**config.mk**
```make
export PLATFORM = sky130hd
export DESIGN_NAME = bus_mem_ctrl
export DESIGN_NICKNAME = d
export VERILOG_FILES = /design/src/rtl/bus_mem_ctrl.sv
export SDC_FILE = /design/constraint.sdc
export NUM_CORES = 1
export LEC_CHECK = 0
export BUFFER_PORTS_ARGS = -buffer_cell sky130_fd_sc_hd__buf_2
export CAP_MARGIN = 20
export CORE_AREA = 2 2 81 83
export DETAILED_ROUTE_END_ITERATION = 8
export DIE_AREA = 0 0 83 85
export PLACE_DENSITY = 0.75
export SLEW_MARGIN = 20
export SYNTH_ARGS = -nofsm -noshare
export SYNTH_HDL_FRONTEND = slang
export SYNTH_SLANG_ARGS = --single-unit
export TNS_END_PERCENT = 1
```
**constraint.sdc**
```tcl
create_clock -name Clock -period 3.2 [get_ports Clock]
set_input_delay 0.48 -clock Clock [delete_from_list [all_inputs] [get_ports Clock]]
set_output_delay 0.48 -clock Clock [all_outputs]
set_load 0.03 [all_outputs]
```
**src/rtl/bus_mem_ctrl.sv**
```systemverilog
// Bus slave bridging the core's multiplexed ALE/nME/nOE bus onto a synchronous memory port.
// Each bus cycle produces at most one read or write strobe, with a programmable number of wait states.
module bus_mem_ctrl #(
  parameter int unsigned ADDR_W      = 10,
  parameter int unsigned MEM_WORDS   = 1024,
  parameter int unsigned WAIT_CYCLES = 2
) (
  input  logic              Clock,
  input  logic              Reset,
  input  logic [15:0]       DataOut,
  input  logic              ALE,
  input  logic              nME,
  input  logic              nOE,
  input  logic              ENB,
  output logic [15:0]       DataIn,
  output logic              nWait,
  output logic [ADDR_W-1:0] MemAddr,
  output logic [15:0]       MemWData,
  output logic              MemWe,
  output logic              MemRe,
  input  logic [15:0]       MemRData,
  output logic              BusErr
);

  typedef enum logic [2:0] {
    S_IDLE   = 3'd0,
    S_ADDR   = 3'd1,
    S_WAIT   = 3'd2,
    S_ACCESS = 3'd3,
    S_DATA   = 3'd4,
    S_HOLD   = 3'd5
  } state_t;

  localparam logic [3:0] CNT_INIT = (WAIT_CYCLES > 32'd0) ? 4'(WAIT_CYCLES - 32'd1) : 4'd0;

  state_t      state_r;
  logic [15:0] addr_r;
  logic [3:0]  cnt_r;
  logic        opRead_r;
  logic        opWrite_r;

  logic decRead_s;
  logic decWrite_s;
  logic decConflict_s;
  logic addrGo_s;
  logic useRead_s;
  logic useWrite_s;
  logic enterAccess_s;
  logic inRange_s;

  assign inRange_s = ({16'd0, addr_r} < MEM_WORDS);

  // Decode the bus op and decide whether this cycle's edge enters ACCESS (strobes are issued on that edge).
  always_comb begin
    decRead_s     = 1'b0;
    decWrite_s    = 1'b0;
    decConflict_s = 1'b0;
    if (!nOE) begin
      decRead_s     = 1'b1;
      decConflict_s = ENB;
    end else if (ENB) begin
      decWrite_s = 1'b1;
    end else begin
      decRead_s = 1'b0;
    end

    addrGo_s = (state_r == S_ADDR) && !ALE && !nME;

    if (state_r == S_ADDR) begin
      useRead_s  = decRead_s;
      useWrite_s = decWrite_s;
    end else begin
      useRead_s  = opRead_r;
      useWrite_s = opWrite_r;
    end

    // An abort seen on the entering edge wins over the strobe.
    if (addrGo_s) begin
      enterAccess_s = (WAIT_CYCLES == 32'd0) && (decRead_s || decWrite_s);
    end else if (state_r == S_WAIT) begin
      enterAccess_s = !nME && (cnt_r == 4'd0);
    end else begin
      enterAccess_s = 1'b0;
    end
  end

  // Bus FSM with all outputs registered so they line up with the state they belong to.
  always_ff @(posedge Clock) begin
    if (Reset) begin
      state_r   <= S_IDLE;
      addr_r    <= 16'd0;
      cnt_r     <= 4'd0;
      opRead_r  <= 1'b0;
      opWrite_r <= 1'b0;
      DataIn    <= 16'd0;
      nWait     <= 1'b1;
      MemAddr   <= '0;
      MemWData  <= 16'd0;
      MemWe     <= 1'b0;
      MemRe     <= 1'b0;
      BusErr    <= 1'b0;
    end else begin
      MemRe  <= enterAccess_s && useRead_s && inRange_s;
      MemWe  <= enterAccess_s && useWrite_s && inRange_s;
      BusErr <= (enterAccess_s && !inRange_s) || (addrGo_s && decConflict_s);
      if (enterAccess_s && inRange_s) begin
        MemAddr <= addr_r[ADDR_W-1:0];
        if (useWrite_s) begin
          MemWData <= DataOut;
        end
      end

      case (state_r)
        S_IDLE: begin
          nWait <= 1'b1;
          if (ALE) begin
            addr_r  <= DataOut;
            state_r <= S_ADDR;
          end
        end
        S_ADDR: begin
          if (ALE) begin
            addr_r <= DataOut;
          end else if (nME) begin
            state_r <= S_IDLE;
          end else begin
            opRead_r  <= decRead_s;
            opWrite_r <= decWrite_s;
            if (!(decRead_s || decWrite_s)) begin
              state_r <= S_HOLD;
            end else if (enterAccess_s) begin
              state_r <= S_ACCESS;
              nWait   <= 1'b0;
            end else begin
              state_r <= S_WAIT;
              cnt_r   <= CNT_INIT;
              nWait   <= 1'b0;
            end
          end
        end
        S_WAIT: begin
          if (nME) begin
            state_r <= S_IDLE;
            nWait   <= 1'b1;
            DataIn  <= 16'd0;
          end else if (enterAccess_s) begin
            state_r <= S_ACCESS;
          end else begin
            cnt_r <= cnt_r - 4'd1;
          end
        end
        S_ACCESS: begin
          if (nME) begin
            state_r <= S_IDLE;
            nWait   <= 1'b1;
            DataIn  <= 16'd0;
          end else begin
            state_r <= S_DATA;
          end
        end
        S_DATA: begin
          if (nME) begin
            state_r <= S_IDLE;
            nWait   <= 1'b1;
            DataIn  <= 16'd0;
          end else begin
            state_r <= S_HOLD;
            nWait   <= 1'b1;
            if (opRead_r) begin
              DataIn <= inRange_s ? MemRData : 16'hFFFF;
            end
          end
        end
        S_HOLD: begin
          nWait <= 1'b1;
          if (nME) begin
            DataIn <= 16'd0;
            if (ALE) begin
              addr_r  <= DataOut;
              state_r <= S_ADDR;
            end else begin
              state_r <= S_IDLE;
            end
          end
        end
        default: begin
          state_r <= S_IDLE;
          nWait   <= 1'b1;
          DataIn  <= 16'd0;
        end
      endcase
    end
  end

endmodule

```
==> Yosys cells after proc, flatten, opt, wreduce, memory -nomap -nowiden <==
Cells that the tools add are included.
{ "word_totals": {"regBits": 71, "elab_cells": 103, "inputBits": 38} }
{ "op_classes": {"add_sub_neg": 1, "eq_ne": 17, "muxes": 40, "bitwise_logic": 3, "n_reduce_logical": 29, "order_cmp": 1} }
{ "op_table": {"columns": ["cell", "n"], "rows": [
  ["16-bit 2-to-1 mux", 6],
  ["16-bit one-hot mux with 3 select lines", 1],
  ["16-bit one-hot mux with 2 select lines", 1],
  ["3-bit 2-to-1 mux", 9],
  ["4-bit 2-to-1 mux", 6],
  ["3-bit one-hot mux with 6 select lines", 1],
  ["16-bit by 11-bit < comparator with 1-bit output (second input constant)", 1],
  ["1-bit 2-to-1 mux", 14],
  ["2-bit inequality test (second input constant)", 7],
  ["1-bit logical AND", 10],
  ["4-bit one-hot mux with 2 select lines", 1],
  ["4-bit AND reduction", 2],
  ["7-bit AND reduction", 1],
  ["3-bit by 2-bit == test with 1-bit output (second input constant)", 2],
  ["3-bit == test (second input constant)", 2],
  ["2-bit by 1-bit inequality test with 1-bit output (second input constant)", 3],
  ["3-bit inequality test (second input constant)", 2],
  ["3-bit AND reduction", 2],
  ["4-bit logical NOT", 1],
  ["2-bit AND reduction", 2],
  ["2-bit nonzero test", 2],
  ["2-bit OR reduction", 2],
  ["4-bit by 1-bit subtractor with 4-bit output (second input constant)", 1],
  ["3-bit by 1-bit == test with 1-bit output (second input constant)", 1],
  ["other kinds (6)", 11]
]} }

==> Logic depth before layout (Yosys ltp) <==
{ "depth": {"ltp_word": 9, "ltp_mapped": 7, "depth_no_buf": 6} }

==> Worst setup path after synthesis <==
No wires, ideal clock.
{ "synth_timing": {"path_type": "register to register", "start": "reg cnt_r[0]", "end": "reg cnt_r[2]", "arrival_time_ns": 1.616, "path_stages_with_launch": 8, "setup_ns": 0.086, "t_required_ns": 3.114, "synth_period_minus_slack_ns": 1.701, "slack_ns": 1.499, "n_path_buf": 1, "cell_sequence": "dfxtp_1 inv_1 ha_1 or3b_1 and2_1 clkbuf_1 or2_2 a211oi_1"} }
{ "synth_between": {"elab_chain_cells": 6, "word_cells_on_any_way": 11, "cone_classes": "add/sub: 1; eq/ne: 2; mux: 5; reduce/logical: 3"} }
{ "synth_lines": {"columns": ["element", "line", "source"], "rows": [
  ["start: declaration", "38", "logic [3:0] cnt_r;"],
  ["start signal: assignment", "149", "cnt_r <= cnt_r - 4'd1;"],
  ["parallel branches: the longest is 6 deep, another holds 4-bit by 1-bit subtractor with 4-bit output", null, null]
]} }
Several ways; the timed one is not identified. The select of a mux whose other input is x is not followed.
A chain may end at the register's enable or synchronous reset.

==> Worst setup path in the final report <==
{ "layout_timing": {"start": "reg state_r[1]", "end": "reg MemWData[10]"} }
{ "layout_between": {"elab_chain_cells": 6, "word_cells_on_any_way": 9, "cone_classes": "eq/ne: 2; mux: 3; reduce/logical: 4"} }
{ "layout_lines": {"columns": ["element", "line", "source"], "rows": [
  ["start: declaration", "36", "state_t state_r;"],
  ["start signal: assignment", "90", "state_r <= S_IDLE;"],
  ["start signal: assignment", "118", "state_r <= S_ADDR;"],
  ["start signal: assignment", "125", "state_r <= S_IDLE;"],
  ["3-bit by 1-bit == test with 1-bit output", "67, 69", null],
  ["1-bit logical AND (2 in series)", "67", "addrGo_s = (state_r == S_ADDR) && !ALE && !nME;"],
  ["1-bit 2-to-1 mux", "78", "if (addrGo_s) begin"],
  ["1-bit logical AND", "106", "if (enterAccess_s && inRange_s) begin"],
  ["2-bit AND reduction (no line) (*)", null, null],
  ["end signal: assignment", "109", "MemWData <= DataOut;"],
  ["end: declaration", "18", "output logic [15:0] MemWData,"]
]} }
Every way passes the cells marked *; elsewhere a longest branch is shown, timed or not.

==> flow_summary.toml <==
[route]
wl_met3_um = 322
antenna_left = 0
drc = 0
met2WireLength_um = 2920
top_layer = "met4"
wl_um = 5980
wl_per_cell_um = 13.1
via_per_inst = 5.01
firstDrtPassIters = 5
num_vias = 2283
dr.first_iter.drc_count = 77
wl_met1_um = 2690

[global_route]
grt_max_degree = 72
grtUsageTotal_pct = 17.3
grt_first_pass_wirelength_um = 9920
gr-total-overflow = 0
grt_pass1_vias = 2135
antenna_found_initial = 0

[setup_path]
slowest_delay_ns = 0.64
critPathSlowestCell = "dfxtp_1"
startpoint_type = "flip-flop"
worst-setup-path-type = "reg2reg"
crit_required_ns = 3.47
reg2reg_depth = 5
worst-path-stages = 5
path_delay_family = "simple AND/OR/NAND/NOR gates"
worstPathArrival_ns = 2.46
cp_max_fo = 16
cp.buffers_inverters = 1
end_kind = "flip-flop"
crit_chain = "nor4b_4 -> nand4_2 -> buf_4 -> nor2_4 -> mux2i_1"

[finish]
fill_cells = 568
syn_to_final_growth_pct = 22.5
antenna_cells = 0
drive_gt1_share_pct = 29.0
register_area_um2 = 1420
multi_input_area_um2 = 1430
finalNetCount = 414
finish.instance_area_um2 = 3630

[yosys]
yosys_warnings = 0
syn-num-nets = 337
synth_area_um2 = 2970
ys_seq_area_share_pct = 47.9
syn_area_per_cell_um2 = 9.98
ys_ff_latch = 71
yosysUniqueCellTypes = 41
syn-instance-count = 297

[run_status]
status = "complete, no violations"

[die]
die_width_um = 83
initial_utilization_pct = 47.8
core_um2 = 6200
io_pins = 84
die-area_um2 = 7060
die_h_um = 85
fp-row-count = 29

[power_and_ir_drop]
total_leakage_power_nw = 1.63
peakVddDrop_v = 0.000306
pwr_density_cell_nw_per_um2 = 524

[clock_network]
cts_sinks = 71
holdBufCountCts = 0
cts_buffer_depth = 2
htree_levels = 3
clk_pin_slew_ns = 0.08
post_cts_resized = 0
clk_latency_ns = 0.34
cts_tree = "yes"
cts_setup_buffers = 0
cts-root-buf = "clkbuf_8"
cts_buffers = 9

[placed_design]
dpl.hpwl_um = 4170
placed_area_um2 = 3390
io_buffers = 83
routabilityCongestion = 0.817

[sta]
period_needed_ns = 2.19
worst_pin_slew_ns = 1.05
setup_viol = 0
fin_hold_ws_ns = 0.375
finalHoldViolCount = 0
timing.final.max_slew_violations = 0
period_share_pct = 68.5
slew_headroom_pct = 29.4
max_freq_mhz = 456
clock_skew_ns = 0.0111
rsz0062_at_grt = "false"
fin_setup_tns_ns = 0

[hold_path]
whs_path_depth = 3
hp-class = "in2reg"

[job]
drv_cap = 0
-- layout by cell type, fill, tap and decap left out, drive strengths merged, types with 3 or more instances in the layout --
master and instances:
or3b 3, nor3 5, a211oi 5, inv 3
mux2i 44, nand2 4, a21oi 11, bufinv 3
buf 86, clkbuf 11, o2bb2ai 16, nor2 52
dfxtp 71, nand2b 35
-- synth_stat cells --
library cell | n | area share [%]
or3_1 | 1 | 0.21
buf_6 | 1 | 0.38
o21ai_0 | 2 | 0.34
clkbuf_1 | 13 | 1.6
a211oi_1 | 5 | 1.3
o2bb2ai_1 | 16 | 4.7
nor4_1 | 1 | 0.21
o32a_1 | 1 | 0.34
o21a_1 | 2 | 0.51
nand3_1 | 2 | 0.34
nand3b_1 | 1 | 0.25
nor4b_4 | 1 | 0.80
or2_2 | 1 | 0.21
buf_2 | 3 | 0.51
buf_4 | 2 | 0.51
a21oi_1 | 10 | 1.7
o21bai_1 | 2 | 0.51
o22ai_1 | 1 | 0.21
inv_1 | 3 | 0.38
nor4b_1 | 1 | 0.30
or3b_2 | 1 | 0.30
a21oi_2 | 1 | 0.30
nand4_2 | 1 | 0.42
and2_1 | 2 | 0.42
nor4_4 | 1 | 0.72
nand2_1 | 4 | 0.51
nor3b_1 | 1 | 0.25
nor3_1 | 4 | 0.68
nor3_2 | 1 | 0.34
a2111oi_0 | 2 | 0.59
ha_1 | 2 | 0.84
mux2i_1 | 44 | 15
dfxtp_1 | 71 | 48
nor2_1 | 51 | 6.5
buf_8 | 1 | 0.51
or3b_1 | 2 | 0.59
nor3b_4 | 1 | 0.63
nand2b_1 | 35 | 7.4
nor2_4 | 1 | 0.38
o221a_2 | 1 | 0.38
nor2b_1 | 1 | 0.21
-- state kept, by name (all words and copies together), names as in the netlist --
name,cells
DataIn,16
addr_r,16
opRead_r,1
MemRe,1
MemAddr,10
nWait,1
MemWe,1
MemWData,16
opWrite_r,1
BusErr,1
cnt_r,4
state_r,3
-- routing by layer --
layer / vias to the layer above / GRT usage [%]
met2: 56 / 29.0
li1: 1183 / -
met3: 4 / 5.64
met4: 0 / 6.26
met1: 1040 / 20.8
met5: - / 0
-- where the power goes --
part / leakage (nW) / switching [W] / internal [W]
sequential: 0.575 / 0.0000148 / 0.000900
clock: 0.114 / 0.000324 / 0.000520
combinational: 0.944 / 0.0000797 / 0.0000645
total: 1.63 / 0.000419 / 0.00148
-- per-stage QoR --
stage | utilization [%] | power (W) | instances | worst slack, ns
after floorplan | - | 0.00103 | 297 | 1.50
after global placement | 54.7 | 0.00108 | 440 | 1.04
after detailed placement | 54.7 | 0.00108 | 440 | 0.979
after CTS | 58.5 | 0.00193 | 456 | 0.963
after global routing | 58.5 | 0.00199 | 456 | 0.827
final | 58.5 | 0.00190 | 456 | 1.01
-- cell type report --
class / instances / share of cell area, %
clock inverter: 5 / 2.93
tap: 77 / 2.65
inverter: 3 / 0.310
clock buffer: 11 / 3.62
timing repair buffer: 86 / 12.1
multi-input combinational: 203 / 39.3
sequential: 71 / 39.1
-- final timing paths --
path / slack [ns] / to / from
worst max-delay path: 1.01 / MemWData[10] / state_r[1]
worst min-delay path: 0.37 / DataIn[10] / MemRData[10]
worst max register to register: 1.01 / MemWData[10] / state_r[1]
worst min register to register: 0.46 / DataIn[13] / DataIn[13]
-- worst register-to-register path, cell delays in order (launching register included) --
cell and delay [ns]:
dfxtp_1 0.64, nor4b_4 0.34, nand4_2 0.13, buf_4 0.24, nor2_4 0.50, mux2i_1 0.27
-- cell families after synthesis --
family / share of synthesized area (%)
DFF: 47.9
buffers and inverters: 3.92
AOI/OAI and AO/OA: 10.8
muxes: 14.9
and+or+nand+nor: 21.6
adders and majority gates: 0.844
Power figures use the tool's default switching activity.
